### src/rtl/vga_sync_gen_if.sv
// Raster timing bundle from the sync generator to the per-pixel renderers.
// Consumers sample every field on cycles where pix_en is high.
interface vga_sync_gen_if;
  logic       pix_en;
  logic [9:0] xCount;
  logic [9:0] yCount;
  logic       hsync;
  logic       vsync;
  logic       video_on;
  logic       update;
  logic [7:0] frame_cnt;

  modport master (
    output pix_en, xCount, yCount, hsync, vsync, video_on, update, frame_cnt
  );

  modport slave (
    input pix_en, xCount, yCount, hsync, vsync, video_on, update, frame_cnt
  );
endinterface

### src/rtl/vga_sync_gen.sv
// VGA pixel-timing source: clock divider, raster counters, sync/blank decode
// and a once-per-frame update strobe, all registered.
module vga_sync_gen #(
  parameter int CLK_DIV  = 2,
  parameter int H_ACTIVE = 640,
  parameter int H_FP     = 16,
  parameter int H_SYNC   = 96,
  parameter int H_BP     = 48,
  parameter int V_ACTIVE = 480,
  parameter int V_FP     = 10,
  parameter int V_SYNC   = 2,
  parameter int V_BP     = 33
) (
  input  logic           clk,
  input  logic           rst,
  vga_sync_gen_if.master vga
);

  localparam int H_TOTAL = H_ACTIVE + H_FP + H_SYNC + H_BP;
  localparam int V_TOTAL = V_ACTIVE + V_FP + V_SYNC + V_BP;
  localparam int DIV_W   = (CLK_DIV > 1) ? $clog2(CLK_DIV) : 1;

  // 11-bit boundaries so a sync pulse ending exactly at 1024 still compares correctly
  localparam logic [10:0] H_VIS      = 11'(H_ACTIVE);
  localparam logic [10:0] HS_START   = 11'(H_ACTIVE + H_FP);
  localparam logic [10:0] HS_END     = 11'(H_ACTIVE + H_FP + H_SYNC);
  localparam logic [10:0] V_VIS      = 11'(V_ACTIVE);
  localparam logic [10:0] VS_START   = 11'(V_ACTIVE + V_FP);
  localparam logic [10:0] VS_END     = 11'(V_ACTIVE + V_FP + V_SYNC);
  localparam logic [9:0]  X_LAST     = 10'(H_TOTAL - 1);
  localparam logic [9:0]  Y_LAST     = 10'(V_TOTAL - 1);
  localparam logic [DIV_W-1:0] DIV_LAST = DIV_W'(CLK_DIV - 1);

  if (H_TOTAL > 1024 || V_TOTAL > 1024) begin : g_bad_totals
    $error("vga_sync_gen: H_TOTAL and V_TOTAL must both be <= 1024");
  end
  if (CLK_DIV < 1 || CLK_DIV > 16) begin : g_bad_div
    $error("vga_sync_gen: CLK_DIV must be in 1..16");
  end

  logic [DIV_W-1:0] divCntReg;
  logic             pixEnReg;
  logic [9:0]       xCountReg, xCountNext;
  logic [9:0]       yCountReg, yCountNext;
  logic [7:0]       frameCntReg, frameCntNext;
  logic             hsyncReg, hsyncNext;
  logic             vsyncReg, vsyncNext;
  logic             videoOnReg, videoOnNext;
  logic             updateReg, updateNext;
  logic             xWrap, yWrap;

  always_ff @(posedge clk or negedge rst) begin
    if (!rst) begin
      divCntReg <= '0;
      pixEnReg  <= 1'b0;
    end else if (divCntReg == DIV_LAST) begin
      divCntReg <= '0;
      pixEnReg  <= 1'b1;
    end else begin
      divCntReg <= divCntReg + 1'b1;
      pixEnReg  <= 1'b0;
    end
  end

  always_comb begin
    xWrap        = (xCountReg == X_LAST);
    yWrap        = (yCountReg == Y_LAST);
    xCountNext   = xWrap ? 10'd0 : xCountReg + 10'd1;
    yCountNext   = yCountReg;
    frameCntNext = frameCntReg;
    if (xWrap) begin
      yCountNext = yWrap ? 10'd0 : yCountReg + 10'd1;
      if (yWrap) begin
        frameCntNext = frameCntReg + 8'd1;
      end
    end
    // Decode from the next position so the registered flags line up with it
    hsyncNext   = !(({1'b0, xCountNext} >= HS_START) && ({1'b0, xCountNext} < HS_END));
    vsyncNext   = !(({1'b0, yCountNext} >= VS_START) && ({1'b0, yCountNext} < VS_END));
    videoOnNext = ({1'b0, xCountNext} < H_VIS) && ({1'b0, yCountNext} < V_VIS);
    updateNext  = ({1'b0, yCountNext} == V_VIS);
  end

  always_ff @(posedge clk or negedge rst) begin
    if (!rst) begin
      xCountReg   <= '0;
      yCountReg   <= '0;
      frameCntReg <= '0;
      hsyncReg    <= 1'b1;
      vsyncReg    <= 1'b1;
      videoOnReg  <= 1'b0;
      updateReg   <= 1'b0;
    end else if (pixEnReg) begin
      xCountReg   <= xCountNext;
      yCountReg   <= yCountNext;
      frameCntReg <= frameCntNext;
      hsyncReg    <= hsyncNext;
      vsyncReg    <= vsyncNext;
      videoOnReg  <= videoOnNext;
      updateReg   <= updateNext;
    end
  end

  assign vga.pix_en    = pixEnReg;
  assign vga.xCount    = xCountReg;
  assign vga.yCount    = yCountReg;
  assign vga.hsync     = hsyncReg;
  assign vga.vsync     = vsyncReg;
  assign vga.video_on  = videoOnReg;
  assign vga.update    = updateReg;
  assign vga.frame_cnt = frameCntReg;

endmodule

### src/flat_wrapper.sv
// flat-port wrapper written by rule: the top's interface ports become plain ports
module vga_sync_gen_flat 
#(
  parameter int CLK_DIV  = 2,
  parameter int H_ACTIVE = 640,
  parameter int H_FP     = 16,
  parameter int H_SYNC   = 96,
  parameter int H_BP     = 48,
  parameter int V_ACTIVE = 480,
  parameter int V_FP     = 10,
  parameter int V_SYNC   = 2,
  parameter int V_BP     = 33
)
  (clk, rst, vga_pix_en, vga_xCount, vga_yCount, vga_hsync, vga_vsync, vga_video_on, vga_update, vga_frame_cnt);
  vga_sync_gen_if vga_i ();
  input  logic clk;
  input  logic rst;
  output wire logic [$bits(vga_i.pix_en)-1:0] vga_pix_en;
  output wire logic [$bits(vga_i.xCount)-1:0] vga_xCount;
  output wire logic [$bits(vga_i.yCount)-1:0] vga_yCount;
  output wire logic [$bits(vga_i.hsync)-1:0] vga_hsync;
  output wire logic [$bits(vga_i.vsync)-1:0] vga_vsync;
  output wire logic [$bits(vga_i.video_on)-1:0] vga_video_on;
  output wire logic [$bits(vga_i.update)-1:0] vga_update;
  output wire logic [$bits(vga_i.frame_cnt)-1:0] vga_frame_cnt;
  assign vga_pix_en = vga_i.pix_en;
  assign vga_xCount = vga_i.xCount;
  assign vga_yCount = vga_i.yCount;
  assign vga_hsync = vga_i.hsync;
  assign vga_vsync = vga_i.vsync;
  assign vga_video_on = vga_i.video_on;
  assign vga_update = vga_i.update;
  assign vga_frame_cnt = vga_i.frame_cnt;
  vga_sync_gen #(.CLK_DIV(CLK_DIV), .H_ACTIVE(H_ACTIVE), .H_FP(H_FP), .H_SYNC(H_SYNC), .H_BP(H_BP), .V_ACTIVE(V_ACTIVE), .V_FP(V_FP), .V_SYNC(V_SYNC), .V_BP(V_BP)) u_core (.clk(clk), .rst(rst), .vga(vga_i));
endmodule
### config.mk
export PLATFORM = sky130hd
export DESIGN_NAME = vga_sync_gen_flat
export DESIGN_NICKNAME = d
export VERILOG_FILES = /design/src/rtl/vga_sync_gen_if.sv /design/src/rtl/vga_sync_gen.sv /design/src/flat_wrapper.sv
export SDC_FILE = /design/constraint.sdc
export NUM_CORES = 1
export LEC_CHECK = 0
export CAP_MARGIN = 20
export CORE_MARGIN = 5
export CORE_UTILIZATION = 50
export CTS_BUF_LIST = sky130_fd_sc_hd__clkbuf_16
export CTS_CLUSTER_SIZE = 28
export DETAILED_ROUTE_END_ITERATION = 12
export PLACE_DENSITY = 0.76
export RECOVER_POWER = 50
export SLEW_MARGIN = 10
export SYNTH_ARGS = -nofsm -noshare
export SYNTH_HDL_FRONTEND = slang
export SYNTH_SLANG_ARGS = --single-unit
### constraint.sdc
create_clock -name clk -period 2.15 [get_ports clk]
set_input_delay 0.43 -clock clk [delete_from_list [all_inputs] [get_ports clk]]
set_output_delay 0.43 -clock clk [all_outputs]
set_load 0.005 [all_outputs]
* Word-level counts from Yosys, hierarchy flattened *
Index checks and enable logic that the tools add are counted.

storage, ports and cells
  bits in registers = 34
  input bits = 2

cells by class
  multiplexer cells = 5
  magnitude comparators = 6
  reductions and logical operators = 6
  $add $sub $neg = 4
  equality and inequality tests = 3

operators with widths
  cell                                                                                   count
  10-bit 2-to-1 mux                                                                      3
  10-bit by 1-bit adder with 10-bit output (second input constant)                       2
  10-bit equality test (second input constant)                                           2
  10-bit less-than comparator (second input constant)                                    2
  10-bit by 9-bit less-than comparator with 1-bit output (second input constant)         2
  10-bit by 9-bit equality test with 1-bit output (second input constant)                1
  10-bit greater-or-equal comparator (second input constant)                             1
  10-bit by 9-bit greater-or-equal comparator with 1-bit output (second input constant)  1
  8-bit by 1-bit adder with 8-bit output (second input constant)                         1
  1-bit logical AND                                                                      3
  3-bit AND reduction                                                                    1
  1-bit logical NOT                                                                      2
  1-bit 2-to-1 mux                                                                       2
  1-bit adder (second input constant)                                                    1

* Longest topological paths before layout *
Gate-level depths: netlist (run 1).

  depth in word-level cells = 6
  gate-level depth with buffers = 9
  gate-level depth less buffers = 8

* Worst setup path before layout (run 1) *
No wires, ideal clock.

  path type = register -> register
  start point = reg u_core.xCountReg[0], in the netlist u_core.vga.xCount[0]
  end point = reg u_core.videoOnReg, in the netlist u_core.vga.video_on
  path slack = 0.240 ns
  data arrival time = 1.789 ns
  clock period less this slack = 1.910 ns
  cell stages (with the launch flop) = 8
  required time = 2.028 ns
  cells stage by stage = dfrtp_1 > ha_1 > and4_1 > and3_1 > buf_2 > a211oi_1 > o21ai_0 > a32o_1

on the way
  cells in the longest elaborated chain, start to end = 4

ends and longest elaborated chain
  item                                                                                                          RTL line                                RTL
  start: declaration                                                                                            vga_sync_gen.sv:43                      logic [9:0] xCountReg, xCountNext;
  start signal: assignment                                                                                      vga_sync_gen.sv:94                      xCountReg <= xCountNext;
  10-bit by 1-bit adder with 10-bit output / 10-bit equality test (equally long branches)                       vga_sync_gen.sv:68, vga_sync_gen.sv:66
  10-bit 2-to-1 mux (on tied branches)                                                                          vga_sync_gen.sv:68, vga_sync_gen.sv:71
  10-bit less-than comparator / 10-bit by 9-bit less-than comparator with 1-bit output (equally long branches)  vga_sync_gen.sv:80                      videoOnNext = ({1'b0, xCountNext} < H_VIS) && ({1'b0, yCountNext} < V_VIS);
  1-bit logical AND *                                                                                           vga_sync_gen.sv:80
  end signal: assignment                                                                                        vga_sync_gen.sv:99                      videoOnReg <= videoOnNext;
  end: declaration                                                                                              vga_sync_gen.sv:48                      logic videoOnReg, videoOnNext;

Every way passes the cells marked *; elsewhere a longest branch is shown, timed or not.
A chain may end at the register's enable or synchronous reset.

* Final worst setup path (run 1) *
  start point = reg u_core.yCountReg[1], in the netlist u_core.vga.yCount[1]
  end point = reg u_core.updateReg, in the netlist u_core.vga.update

on the way
  cells in the longest elaborated chain, start to end = 4

ends and longest elaborated chain
  item                                                                                     RTL line                                RTL
  start: declaration                                                                       vga_sync_gen.sv:44                      logic [9:0] yCountReg, yCountNext;
  start signal: assignment                                                                 vga_sync_gen.sv:95                      yCountReg <= yCountNext;
  10-bit by 1-bit adder with 10-bit output / 10-bit equality test (equally long branches)  vga_sync_gen.sv:72, vga_sync_gen.sv:67
  10-bit 2-to-1 mux                                                                        vga_sync_gen.sv:72                      yCountNext = yWrap ? 10'd0 : yCountReg + 10'd1;
  10-bit 2-to-1 mux *                                                                      vga_sync_gen.sv:71                      if (xWrap) begin
  10-bit by 9-bit equality test with 1-bit output *                                        vga_sync_gen.sv:81                      updateNext = ({1'b0, yCountNext} == V_VIS);
  end signal: assignment                                                                   vga_sync_gen.sv:100                     updateReg <= updateNext;
  end: declaration                                                                         vga_sync_gen.sv:49                      logic updateReg, updateNext;

Marks and branches as above.

==> run_summary.xml, run 1 <==
<?xml version="1.0" encoding="UTF-8"?>
<metrics>
  <group name="sta">
    <metric name="largest_clock_skew_in_the_final_design" unit="ps">10.33</metric>
    <metric name="rsz0062_at_grt" unit="">no</metric>
    <metric name="setup_failing_eps_final" unit="">0</metric>
    <metric name="final.hold.worst_slack" unit="ps">384.3</metric>
    <metric name="post-route-period-util" unit="">0.9270</metric>
    <metric name="timing_max_transition_violations_final" unit="">0</metric>
    <metric name="worst-slew-pin-transition" unit="ps">863.9</metric>
    <metric name="min_period" unit="ps">1993</metric>
    <metric name="timing.setup.tns" unit="ps">0</metric>
    <metric name="final_hold_viol_count" unit="">0</metric>
    <metric name="fmax" unit="GHz">0.5017</metric>
    <metric name="maxSlewHeadroom" unit="">0.4241</metric>
  </group>
  <group name="floorplanning">
    <metric name="die_w" unit="um">74.34</metric>
    <metric name="initial_core_util" unit="">0.5174</metric>
    <metric name="core_area" unit="um^2">4000</metric>
    <metric name="dieArea" unit="um^2">5526</metric>
    <metric name="core_rows" unit="">23</metric>
    <metric name="io_pins" unit="">35</metric>
    <metric name="die-height" unit="um">74.34</metric>
  </group>
  <group name="clocking">
    <metric name="post_cts_resize_count" unit="">0</metric>
    <metric name="cts_hold_buf" unit="">0</metric>
    <metric name="tritoncts" unit="">built</metric>
    <metric name="max-clock-path-buffers" unit="">2</metric>
    <metric name="postCtsSetupRepairBufs" unit="">0</metric>
    <metric name="cts.clk_slew.worst_paths" unit="ps">50</metric>
    <metric name="cts.htree.levels" unit="">2</metric>
    <metric name="cts_num_sinks" unit="">34</metric>
    <metric name="clk_root_buffer_cell" unit="">sky130_fd_sc_hd__clkbuf_16</metric>
    <metric name="clock_latency" unit="ps">280</metric>
    <metric name="cts-buffers-inserted" unit="">5</metric>
  </group>
  <group name="worst_setup_path">
    <metric name="worstPathRequired" unit="ps">2370</metric>
    <metric name="nature_of_the_critical_path_startpoint" unit="">register</metric>
    <metric name="highest_net_fanout_along_the_worst_path" unit="">8</metric>
    <metric name="critical_path_class" unit="">register to register</metric>
    <metric name="worstSetupEndpointType" unit="">register</metric>
    <metric name="critPathArrivalTime" unit="ps">2210</metric>
    <metric name="rr_worst_depth" unit="">8</metric>
  </group>
  <group name="synthesis">
    <metric name="number_of_synthesized_flops_with_an_enable_pin" unit="">0</metric>
    <metric name="async_flop_share" unit="">1.000</metric>
    <metric name="yosysTopAreaCell" unit="">sky130_fd_sc_hd__dfrtp_1</metric>
    <metric name="mapped_nets" unit="">224</metric>
    <metric name="yosys_warnings" unit="">0</metric>
    <metric name="postSynthAreaPerCell" unit="um^2">9.537</metric>
    <metric name="synth.area.top_cells" unit="">sky130_fd_sc_hd__dfrtp_1 39%, sky130_fd_sc_hd__xnor2_1 5.9%, sky130_fd_sc_hd__nand2_1 5.3%, sky130_fd_sc_hd__o21ai_0 3.9%, sky130_fd_sc_hd__ha_1 3.0%</metric>
    <metric name="netlist_instances" unit="">217</metric>
    <metric name="yosys.area.top_type_share" unit="">0.3869</metric>
    <metric name="synth.most_common_cell" unit="">sky130_fd_sc_hd__dfrtp_1</metric>
    <metric name="synth.top_cells.by_count" unit="">32 x sky130_fd_sc_hd__dfrtp_1, 29 x sky130_fd_sc_hd__nand2_1, 16 x sky130_fd_sc_hd__o21ai_0</metric>
    <metric name="synthDistinctLibCells" unit="">55</metric>
    <metric name="synth-main-ff-cell" unit="">sky130_fd_sc_hd__dfrtp_1</metric>
    <metric name="synth_area" unit="um^2">2069</metric>
    <metric name="synth_register_bits" unit="">34</metric>
    <metric name="sequential_fraction_of_the_synthesis_area" unit="">0.4123</metric>
  </group>
  <group name="routing">
    <metric name="drt_iter0_markers" unit="">99</metric>
    <metric name="routed_via_density" unit="">5.745</metric>
    <metric name="total_drc_errors_in_the_routed_layout" unit="">0</metric>
    <metric name="wire_per_inst" unit="um">15.21</metric>
    <metric name="detail_route_antenna_nets" unit="">0</metric>
    <metric name="drt_pre_antenna_iters" unit="">4</metric>
    <metric name="route.vias.total" unit="">1804</metric>
    <metric name="routed_wirelength" unit="um">4776</metric>
  </group>
  <group name="global_routing">
    <metric name="maximum_number_of_pins_on_one_net_before_global_route_repair" unit="">35</metric>
    <metric name="grt_util_all_layers" unit="">0.1970</metric>
    <metric name="first_global_vias" unit="">1814</metric>
    <metric name="overflow" unit="">0</metric>
    <metric name="number_of_antenna_violations_at_the_first_check_in_global_routing" unit="">0</metric>
    <metric name="global_route_wire_length_before_repair" unit="um">8335</metric>
  </group>
  <group name="finish">
    <metric name="final_nets" unit="">270</metric>
    <metric name="drive_above_1_share" unit="">0.1629</metric>
    <metric name="antenna_cells_inserted" unit="">0</metric>
    <metric name="area_growth_synth_to_finish" unit="%">28.96</metric>
  </group>
  <group name="power">
    <metric name="irDropWorstVdd" unit="uV">370.6</metric>
    <metric name="power.density_cell_area" unit="nW/um^2">497.0</metric>
    <metric name="report.power.total" unit="uW">1326</metric>
    <metric name="power.static_leakage" unit="uW">0.001163</metric>
  </group>
  <group name="place">
    <metric name="hpwlAfterDp" unit="um">3414</metric>
    <metric name="place_congestion" unit="">0.8582</metric>
    <metric name="portBuffers" unit="">34</metric>
  </group>
  <group name="outcome">
    <metric name="run_status" unit="">finished clean</metric>
  </group>
  <group name="min_path">
    <metric name="worst_min_delay_path_class" unit="">register to register</metric>
    <metric name="hold_depth" unit="">0</metric>
  </group>
  <group name="run">
    <metric name="drv_cap" unit="">0</metric>
  </group>
</metrics>
## placed cells by master, fill, tap and decap left out, types with 2 or more instances in the layout
cell type,n
sky130_fd_sc_hd__xor2_1,5
sky130_fd_sc_hd__nand3_1,12
sky130_fd_sc_hd__ha_1,5
sky130_fd_sc_hd__clkbuf_16,5
sky130_fd_sc_hd__nand2_1,29
sky130_fd_sc_hd__o31ai_1,3
sky130_fd_sc_hd__dfstp_2,2
sky130_fd_sc_hd__dfrtp_1,31
sky130_fd_sc_hd__o22ai_1,2
sky130_fd_sc_hd__inv_1,9
sky130_fd_sc_hd__mux2i_1,2
sky130_fd_sc_hd__o31a_1,2
sky130_fd_sc_hd__xnor2_1,14
sky130_fd_sc_hd__o211a_1,2
sky130_fd_sc_hd__nor2_1,6
sky130_fd_sc_hd__and4_1,3
sky130_fd_sc_hd__and3_1,6
sky130_fd_sc_hd__dlygate4sd3_1,8
sky130_fd_sc_hd__nor2_2,2
sky130_fd_sc_hd__a21oi_1,4
sky130_fd_sc_hd__clkbuf_1,2
sky130_fd_sc_hd__o21ai_0,16
sky130_fd_sc_hd__buf_4,18
sky130_fd_sc_hd__nand4_1,3
sky130_fd_sc_hd__a31oi_1,8
sky130_fd_sc_hd__clkdlybuf4s50_1,26
sky130_fd_sc_hd__mux2_2,3
sky130_fd_sc_hd__nor3_1,5
## state kept, by name (all words and copies together), names as in the netlist
register              count
u_core.divCntReg          1
u_core.vga.frame_cnt      8
u_core.vga.hsync          1
u_core.vga.pix_en         1
u_core.vga.update         1
u_core.vga.video_on       1
u_core.vga.vsync          1
u_core.vga.xCount        10
u_core.vga.yCount        10
## worst max-delay path, stage by stage, from the launching register on
cell                       delay, ps
sky130_fd_sc_hd__dfrtp_1         450
sky130_fd_sc_hd__inv_1           100
sky130_fd_sc_hd__ha_1            150
sky130_fd_sc_hd__nand4_1         160
sky130_fd_sc_hd__or4_4           570
sky130_fd_sc_hd__o311ai_0        120
sky130_fd_sc_hd__o21ai_0         150
sky130_fd_sc_hd__nor2_1          100
sky130_fd_sc_hd__a22o_1          120
## logic make-up (layout without fill, tap and decap cells)
logic type	Yosys count	count (layout)	synth area share
multiplexers	5	5	0.02600
buffers and inverters	23	70	0.05381
flip-flops	34	34	0.4123
AO/OA/AOI/OAI	49	49	0.1578
AND/OR/NAND/NOR	82	82	0.2394
adder cells (fa/ha/maj)	5	5	0.03023
XOR/XNOR	19	19	0.08041
## metrics by stage
stage,instance area (um^2),worst slack (ps),util,instances
after floorplan,2069,239.9,-,217
after global placement,2545,113.4,0.6362,306
after detailed placement,2545,112.9,0.6362,306
after CTS,2681,101.3,0.6703,314
after global routing,2669,0.6062,0.6672,314
final,2669,157.0,0.6672,314
## final timing paths
| check | start | to | slack (ps) |
|---|---|---|---|
| max | u_core.vga.yCount[1]$_DFFE_PN0P_ | u_core.vga.update$_DFFE_PN0P_ | 160 |
| min | u_core.divCntReg$_DFF_PN0_ | u_core.vga.pix_en$_DFF_PN0_ | 380 |
| max reg2reg | u_core.vga.yCount[1]$_DFFE_PN0P_ | u_core.vga.update$_DFFE_PN0P_ | 160 |
| min reg2reg | u_core.divCntReg$_DFF_PN0_ | u_core.vga.pix_en$_DFF_PN0_ | 380 |
| max in group asynchronous | rst | u_core.vga.yCount[0]$_DFFE_PN0P_ | 770 |
| min in group asynchronous | rst | u_core.vga.xCount[4]$_DFFE_PN0P_ | 790 |
## power breakdown
part | switching [uW] | total [uW] | internal (uW) | leakage, uW
Sequential | 0 | 641 | 641 | 0.000447
Combinational | 12.4 | 14.2 | 1.77 | 0.000638
Clock | 256 | 671 | 416 | 0.0000776
## area by class of cell
class,instances,area [um^2]
well taps,50,62.56
inverters,7,26.28
clock inverters,3,11.26
repair buffers,55,488.0
flip-flops and latches,34,854.6
fillers,349,1331
multi-input cells,160,1101
clock buffers,5,125.1
## per-layer routing
layer  up-vias  track usage  wire [um]  share of wire
met1       867       0.2581       2192           0.46
met3         6      0.04459        265          0.055
met2        56       0.3110       2240           0.47
met4         0      0.09091         78          0.016
met5         -            0          0              0
li1        875            -          -              -
(Power assumes the default switching activity.)
==> run 2, diff against run 1 <==
- CELL_PAD_IN_SITES_DETAIL_PLACEMENT: default -> 0
- CELL_PAD_IN_SITES_GLOBAL_PLACEMENT: default -> 1
- CORE_UTILIZATION: 50 -> 40
- PLACE_DENSITY: 0.76 -> default
- PLACE_DENSITY_LB_ADDON: default -> 0.1
==> run_summary.xml, run 2 (synthesis results as in run 1) <==
<?xml version="1.0" encoding="UTF-8"?>
<metrics>
  <group name="routing">
    <metric name="drt_iter0_markers" unit="">101</metric>
    <metric name="wire_per_inst" unit="um">14.57</metric>
    <metric name="drt_pre_antenna_iters" unit="">4</metric>
    <metric name="routed_wirelength" unit="um">4882</metric>
    <metric name="detail_route_antenna_nets" unit="">0</metric>
    <metric name="total_drc_errors_in_the_routed_layout" unit="">0</metric>
    <metric name="routed_via_density" unit="">5.170</metric>
    <metric name="route.vias.total" unit="">1732</metric>
  </group>
  <group name="clocking">
    <metric name="max-clock-path-buffers" unit="">2</metric>
    <metric name="cts_hold_buf" unit="">0</metric>
    <metric name="postCtsSetupRepairBufs" unit="">0</metric>
    <metric name="clock_latency" unit="ps">270</metric>
    <metric name="cts-buffers-inserted" unit="">5</metric>
    <metric name="tritoncts" unit="">built</metric>
    <metric name="cts.clk_slew.worst_paths" unit="ps">50</metric>
    <metric name="cts.htree.levels" unit="">2</metric>
    <metric name="cts_num_sinks" unit="">34</metric>
    <metric name="clk_root_buffer_cell" unit="">sky130_fd_sc_hd__clkbuf_16</metric>
    <metric name="post_cts_resize_count" unit="">0</metric>
  </group>
  <group name="place">
    <metric name="portBuffers" unit="">34</metric>
    <metric name="dp_worst_setup_slack" unit="ps">187.9</metric>
    <metric name="placedInstanceArea" unit="um^2">2577</metric>
    <metric name="hpwlAfterDp" unit="um">3637</metric>
    <metric name="place_congestion" unit="">0.8066</metric>
  </group>
  <group name="worst_setup_path">
    <metric name="timing.critical_path.max_delay_family" unit="">simple AND/OR/NAND/NOR gates</metric>
    <metric name="worstPathRequired" unit="ps">2370</metric>
    <metric name="worstSetupEndpointType" unit="">register</metric>
    <metric name="nature_of_the_critical_path_startpoint" unit="">register</metric>
    <metric name="critical-path-max-stage-delay" unit="ps">540</metric>
    <metric name="crit_path_cell_trace" unit="">inv_1 &gt; ha_1 &gt; nand4_1 &gt; or4_4 &gt; o311ai_0 &gt; o21ai_0 &gt; nor2_1 &gt; a22o_1</metric>
    <metric name="highest_net_fanout_along_the_worst_path" unit="">4</metric>
    <metric name="critPathArrivalTime" unit="ps">2140</metric>
    <metric name="worstPathBufferInverterCount" unit="">1</metric>
    <metric name="critical_path_class" unit="">register to register</metric>
    <metric name="worst_path_max_delay_cell" unit="">sky130_fd_sc_hd__or4_4</metric>
  </group>
  <group name="sta">
    <metric name="timing.setup.tns" unit="ps">0</metric>
    <metric name="largest_clock_skew_in_the_final_design" unit="ps">4.173</metric>
    <metric name="min_period" unit="ps">1921</metric>
    <metric name="final_hold_viol_count" unit="">0</metric>
    <metric name="setup_failing_eps_final" unit="">0</metric>
    <metric name="timing_max_transition_violations_final" unit="">0</metric>
    <metric name="final.hold.worst_slack" unit="ps">378.9</metric>
    <metric name="worst-slew-pin-transition" unit="ps">854.8</metric>
    <metric name="maxSlewHeadroom" unit="">0.4301</metric>
    <metric name="fmax" unit="GHz">0.5205</metric>
    <metric name="rsz0062_at_grt" unit="">no</metric>
    <metric name="worst_slack" unit="ps">228.8</metric>
    <metric name="post-route-period-util" unit="">0.8936</metric>
  </group>
  <group name="power">
    <metric name="irDropWorstVdd" unit="uV">294.9</metric>
    <metric name="report.power.total" unit="uW">1321</metric>
    <metric name="power.density_cell_area" unit="nW/um^2">489.2</metric>
    <metric name="power.static_leakage" unit="uW">0.001166</metric>
  </group>
  <group name="finish">
    <metric name="area_growth_synth_to_finish" unit="%">30.53</metric>
    <metric name="drive_above_1_share" unit="">0.1623</metric>
    <metric name="layout_common_cells" unit="">32 x sky130_fd_sc_hd__dfrtp_1, 29 x sky130_fd_sc_hd__nand2_1, 26 x sky130_fd_sc_hd__clkdlybuf4s50_1</metric>
    <metric name="antenna_cells_inserted" unit="">0</metric>
    <metric name="layout_commonest_cell" unit="">sky130_fd_sc_hd__dfrtp_1</metric>
    <metric name="final_nets" unit="">271</metric>
    <metric name="design_area" unit="um^2">2701</metric>
  </group>
  <group name="floorplanning">
    <metric name="io_pins" unit="">35</metric>
    <metric name="initial_core_util" unit="">0.4078</metric>
    <metric name="die_w" unit="um">81.93</metric>
    <metric name="core_rows" unit="">26</metric>
    <metric name="core_area" unit="um^2">5075</metric>
    <metric name="die-height" unit="um">81.93</metric>
    <metric name="dieArea" unit="um^2">6713</metric>
  </group>
  <group name="global_routing">
    <metric name="first_global_vias" unit="">1684</metric>
    <metric name="global_route_wire_length_before_repair" unit="um">8204</metric>
    <metric name="grt_util_all_layers" unit="">0.1585</metric>
    <metric name="maximum_number_of_pins_on_one_net_before_global_route_repair" unit="">35</metric>
    <metric name="number_of_antenna_violations_at_the_first_check_in_global_routing" unit="">0</metric>
    <metric name="overflow" unit="">0</metric>
  </group>
  <group name="min_path">
    <metric name="worst_min_delay_path_class" unit="">register to register</metric>
  </group>
  <group name="run">
    <metric name="drv_cap" unit="">0</metric>
  </group>
  <group name="outcome">
    <metric name="run_status" unit="">finished clean</metric>
  </group>
</metrics>
==> run 2: changes by cell type in the layout (fill, tap and decap cells not counted) <==
cell                       before  now
sky130_fd_sc_hd__buf_4         18   19
sky130_fd_sc_hd__clkinv_1       0    1
sky130_fd_sc_hd__clkinv_2       0    1
sky130_fd_sc_hd__dfrtp_1       31   32
sky130_fd_sc_hd__dfrtp_2        1    0
sky130_fd_sc_hd__inv_1          9    8
sky130_fd_sc_hd__inv_2          1    0
==> run 2: worst paths after layout <==
path | slack (ps) | from | cells past startpoint | end
setup / recovery | 230 | u_core.vga.yCount[0]$_DFFE_PN0P_ | 8 | u_core.vga.update$_DFFE_PN0P_
hold / removal | 380 | u_core.divCntReg$_DFF_PN0_ | 0 | u_core.vga.pix_en$_DFF_PN0_
setup reg to reg | 230 | u_core.vga.yCount[0]$_DFFE_PN0P_ | 8 | u_core.vga.update$_DFFE_PN0P_
hold reg to reg | 380 | u_core.divCntReg$_DFF_PN0_ | 0 | u_core.vga.pix_en$_DFF_PN0_
max in group asynchronous | 820 | rst | 2 | u_core.vga.video_on$_DFFE_PN0P_
min in group asynchronous | 800 | rst | 2 | u_core.vga.yCount[2]$_DFFE_PN0P_
==> run 2: per-layer routing <==
metal	vias to the layer above	wire length (um)	share of wire	track usage
li1	875	-	-	-
met1	828	2246	0.46	0.2062
met2	25	2446	0.50	0.2585
met3	4	167	0.034	0.03618
met4	0	22	0.0045	0.05316
met5	-	0	0	0
==> run 2: final cells by class <==
class / instances / area [um^2]
multi-input combinational: 160 / 1101
inverter: 7 / 26.28
tap: 70 / 87.58
timing repair buffer: 56 / 495.5
clock buffer: 5 / 125.1
sequential: 34 / 853.3
fill: 498 / 2374
clock inverter: 3 / 12.51
==> run 2: where the power goes <==
part           switching [uW]  internal (uW)  total (uW)
clock network             249            418         666
logic                    12.3           1.78        14.1
registers                   0            641         641
==> run 2: per-stage QoR <==
step / cells / utilization
floorplan: 217 / -
finish: 335 / 0.5323
detailed placement: 327 / 0.5079
global route: 335 / 0.5323
CTS: 335 / 0.5350
global placement: 327 / 0.5079
